<file path="src/rtl/reg_dump_reader.sv">
// Walks register indices FIRST_REG..LAST_REG through an async regfile read port and streams
// each word out over a valid/ready handshake, accumulating a 32-bit wrap-around checksum.
module reg_dump_reader #(
  parameter int unsigned FIRST_REG = 0,
  parameter int unsigned LAST_REG  = 31
) (
  input  logic        clk,
  input  logic        rst,
  input  logic        start,
  output logic [4:0]  raddr,
  input  logic [31:0] rdata,
  output logic        out_valid,
  input  logic        out_ready,
  output logic [31:0] out_data,
  output logic [4:0]  out_idx,
  output logic        busy,
  output logic        done,
  output logic [31:0] checksum
);

  typedef enum logic [1:0] {StIdle, StFetch, StSend, StDone} state_e;

  localparam logic [4:0] FirstIdx = 5'(FIRST_REG);
  localparam logic [4:0] LastIdx  = 5'(LAST_REG);

  state_e      r_state;
  logic [4:0]  r_idx;
  logic        r_out_valid;
  logic [31:0] r_out_data;
  logic [4:0]  r_out_idx;
  logic        r_busy;
  logic        r_done;
  logic [31:0] r_checksum;

  always_ff @(posedge clk) begin
    if (rst) begin
      r_state     <= StIdle;
      r_idx       <= '0;
      r_out_valid <= 1'b0;
      r_out_data  <= '0;
      r_out_idx   <= '0;
      r_busy      <= 1'b0;
      r_done      <= 1'b0;
      r_checksum  <= '0;
    end else begin
      unique case (r_state)
        StIdle: begin
          if (start) begin
            r_idx      <= FirstIdx;
            r_checksum <= '0;
            r_busy     <= 1'b1;
            r_state    <= StFetch;
          end
        end
        StFetch: begin
          r_out_data  <= rdata;
          r_out_idx   <= r_idx;
          r_out_valid <= 1'b1;
          r_state     <= StSend;
        end
        StSend: begin
          if (out_ready) begin
            r_checksum  <= r_checksum + r_out_data;
            r_out_valid <= 1'b0;
            // idx stops at LastIdx so it never wraps past the dump range
            if (r_idx == LastIdx) begin
              r_busy  <= 1'b0;
              r_done  <= 1'b1;
              r_state <= StDone;
            end else begin
              r_idx   <= r_idx + 5'd1;
              r_state <= StFetch;
            end
          end
        end
        StDone: begin
          r_done  <= 1'b0;
          r_state <= StIdle;
        end
        default: begin
          r_state <= StIdle;
        end
      endcase
    end
  end

  assign raddr     = r_idx;
  assign out_valid = r_out_valid;
  assign out_data  = r_out_data;
  assign out_idx   = r_out_idx;
  assign busy      = r_busy;
  assign done      = r_done;
  assign checksum  = r_checksum;

endmodule

</file>
<file path="config.mk">
export PLATFORM = sky130hd
export DESIGN_NAME = reg_dump_reader
export DESIGN_NICKNAME = d
export VERILOG_FILES = /design/src/rtl/reg_dump_reader.sv
export SDC_FILE = /design/constraint.sdc
export NUM_CORES = 1
export LEC_CHECK = 0
export ABC_AREA = 1
export CAP_MARGIN = 10
export CORE_AREA = 2 2 118 120
export DETAILED_ROUTE_END_ITERATION = 6
export DIE_AREA = 0 0 120 122
export GPL_TIMING_DRIVEN = 0
export PLACE_DENSITY = 0.67
export SLEW_MARGIN = 20
export SYNTH_ARGS = -nofsm -noshare
export SYNTH_HDL_FRONTEND = slang
export SYNTH_SLANG_ARGS = --single-unit
</file>
<file path="constraint.sdc">
create_clock -name clk -period 1.84 [get_ports clk]
set_input_delay 0.368 -clock clk [delete_from_list [all_inputs] [get_ports clk]]
set_output_delay 0.368 -clock clk [all_outputs]
set_load 0.02 [all_outputs]
</file>
==> flow_summary.toml <==
[yosys]
synth-xor-area-share_pct = 0.167
synth_edf_count = 0
synth_compound_area_share_pct = 13.3
async_flop_share_pct = 0
synth_adder_area_share_pct = 8.23
seq_area_frac_synth_pct = 30.1
yosysWarnings = 0
syn_area_per_cell_sq_um = 6.17
ys_ff_latch = 79
yosysTopAreaCell = "dfxtp_1"
syn_inst = 853
synth_top_area_share_pct = 30.1
synthMuxAreaShare_pct = 0
yosys-top-cells-area = "dfxtp_1 30%, nand2_1 18%, inv_1 9.4%"
synth_cell_types = 34
synth_top_family_by_area = "simple AND/OR/NAND/NOR gates"
syn_area_sq_mm = 0.00526
synthSimpleGateAreaFrac_pct = 37.0
syn_nets = 923
ys.flop_type = "dfxtp_1"

[sta]
clock_skew_ns = 0.00831
rsz0062_at_grt = "true"
tightest_slew_ns = 0.603
tns_ns = 0
finalMaxSlewViolations = 0
hold_violations = 0
final.min_clock_period_ns = 1.84
fin_crit_sh_pct = 100
setup_slack_ns = 0.000127
fmax_mhz = 544
setup_violations = 0
relSlewSlack_pct = 59.8
fin_hold_ws_ns = 0.486

[floorplan]
rows = 43
die_w_microns = 120
die_h_microns = 122
start_util_pct = 38.9
core_area_sq_mm = 0.0135
die-area_sq_mm = 0.0146
pin_count = 113

[setup_path]
crit_type = "flop to flop"
crit_fanout = 5
cp-end-kind = "flop"
worst-endpoint-required_ns = 2.12
startpoint_type = "flop"
critPathArrivalTime_ns = 2.12

[place]
dpl.hpwl_microns = 11600
io_buffers = 112
post-place-ws_ns = -0.226
place_inst = 1145
place.gp.congestion = 0.902

[global_routing]
grtUsageTotal_pct = 21.2
grt_pass1_wl_microns = 24600
antenna_found_initial = 0
grt_max_degree = 15
grt-ovfl-total = 0
grt_pass1_vias = 5020

[detailed_routing]
routedWlPerCell_microns = 13.3
antenna_left = 0
vias = 5543
finalWirelength_microns = 15500
first_iter_violations = 235
drc = 0
viasPerCell = 4.73
firstDrtPassIters = 5

[pwr]
internal_power_mw = 3.12
power_density_mw_per_mm2 = 584
power_frac_seq_pct = 42.9
cellLeakagePower_nw = 3.46
finalPower_mw = 4.43
p_sw_mw = 1.31
ir_drop_mv = 0.401
comb_power_share_pct = 19.6
switching_share_pct = 29.6
clockPowerShare_pct = 37.5

[clocking]
cts_root_buf = "clkbuf_16"
cts.sinks = 79
clk_pin_slew_worst_paths_ns = 0.06
cts_tree = "yes"
cts_buffers = 9
clk_latency_ns = 0.36
cts_htree_levels = 3
cts_buffer_depth = 2

[min_path]
worstHoldPathType = "flop to flop"

[layout]
fillers = 1333
synthToLayoutAreaGrowth_pct = 44.1
finalNonFillerCells = 1171
final_common_cell = "nand2_1"
diodes = 0
drive_gt1_share_pct = 19.4
most-common-layout-cells = "240 x nand2_1, 127 x inv_1, 112 x clkdlybuf4s50_1"
nets = 1056

[flow_run]
maxCapViolCount = 0

[outcome]
status = "finished clean"
worst max-delay path, stage by stage, from the launching register on:
cell      delay (ns)
dfxtp_4         0.36
ha_4            0.14
inv_2           0.04
fa_2            0.36
inv_4           0.09
nand3_4         0.07
nand3_4         0.09
nand2_4         0.06
nand2_4         0.09
inv_2           0.05
o211ai_1        0.17
nand3_1         0.10
a21oi_1         0.14
state kept, by name, summed over array words and instances (netlist names):
signal and count:
busy 1, checksum 32, done 1, out_data 32, out_idx 5, out_valid 1
r_state 2, raddr 5
synthesized netlist by cell type (3+ instances only):
| cell | number |
|---|---|
| nand3b_1 | 4 |
| clkbuf_1 | 14 |
| or2_2 | 4 |
| buf_2 | 4 |
| nand2_1 | 256 |
| nand2_2 | 13 |
| o21bai_1 | 3 |
| dfxtp_1 | 79 |
| nand3_2 | 15 |
| a21oi_1 | 67 |
| o21ai_0 | 52 |
| nand3_1 | 35 |
| nor3_1 | 6 |
| inv_1 | 131 |
| ha_1 | 33 |
| nand4_1 | 3 |
| nor2_1 | 108 |
| a21oi_2 | 4 |
| nor2_2 | 4 |
final cells by class:
| class | instances | area, sq um | share of cell area (%) |
|---|---|---|---|
| buffer | 21 | 95.1 | 1.25 |
| clock inverter | 6 | 45.0 | 0.594 |
| timing repair buffer | 122 | 1200 | 15.8 |
| inverter | 133 | 502 | 6.62 |
| multi-input combinational | 620 | 3650 | 48.2 |
| tap | 180 | 225 | 2.97 |
| sequential | 79 | 1630 | 21.5 |
| clock buffer | 10 | 229 | 3.02 |
cells by family after synthesis:
group,Yosys count
compound gates,132
fa+ha+maj,34
xor+xnor,1
buf+inv,154
simple gates,453
flops,79
per-stage QoR:
step | util (%) | area (sq um)
6_report | 56.1 | 7580
5_1_grt | 56.1 | 7580
4_1_cts | 51.8 | 7000
3_5_place_dp | 49.0 | 6620
3_3_place_gp | 49.0 | 6620
2_1_floorplan | - | 5270
power by group through the flow:
stage	clock (mW)	combinational, mW	sequential [mW]
5_1_grt	1.77	0.956	1.91
3_3_place_gp	0	0.784	1.90
2_1_floorplan	0	0.345	1.98
6_report	1.66	0.870	1.90
4_1_cts	1.70	0.803	1.87
3_5_place_dp	0	0.787	1.90
per-layer routing:
layer | GRT usage, % | vias up | wire length, microns
met2 | 34.2 | 140 | 7020
li1 | - | 2946 | -
met3 | 4.26 | 21 | 907
met1 | 28.1 | 2436 | 7310
met5 | 0 | - | 0
met4 | 7.57 | 0 | 304
timing repair:
| item | 4_1_cts | 5_1_grt |
|---|---|---|
| pin swaps | 5 | 21 |
| hold buffers | 0 | 0 |
| buffers inserted | 6 | 4 |
| gates resized for setup | 17 | 124 |
| hold endpoints to repair | 0 | 0 |
| setup endpoints to repair | 11 | 26 |
final timing paths:
kind | from | to | slack (ns) | depth (start not counted)
setup / recovery | out_data[0] | checksum[16] | 0.0001 | 12
setup reg to reg | out_data[0] | checksum[16] | 0.0001 | 12
hold reg to reg | checksum[18] | checksum[18] | 0.49 | 2
hold / removal | checksum[18] | checksum[18] | 0.49 | 2
(Power assumes the default switching activity.)
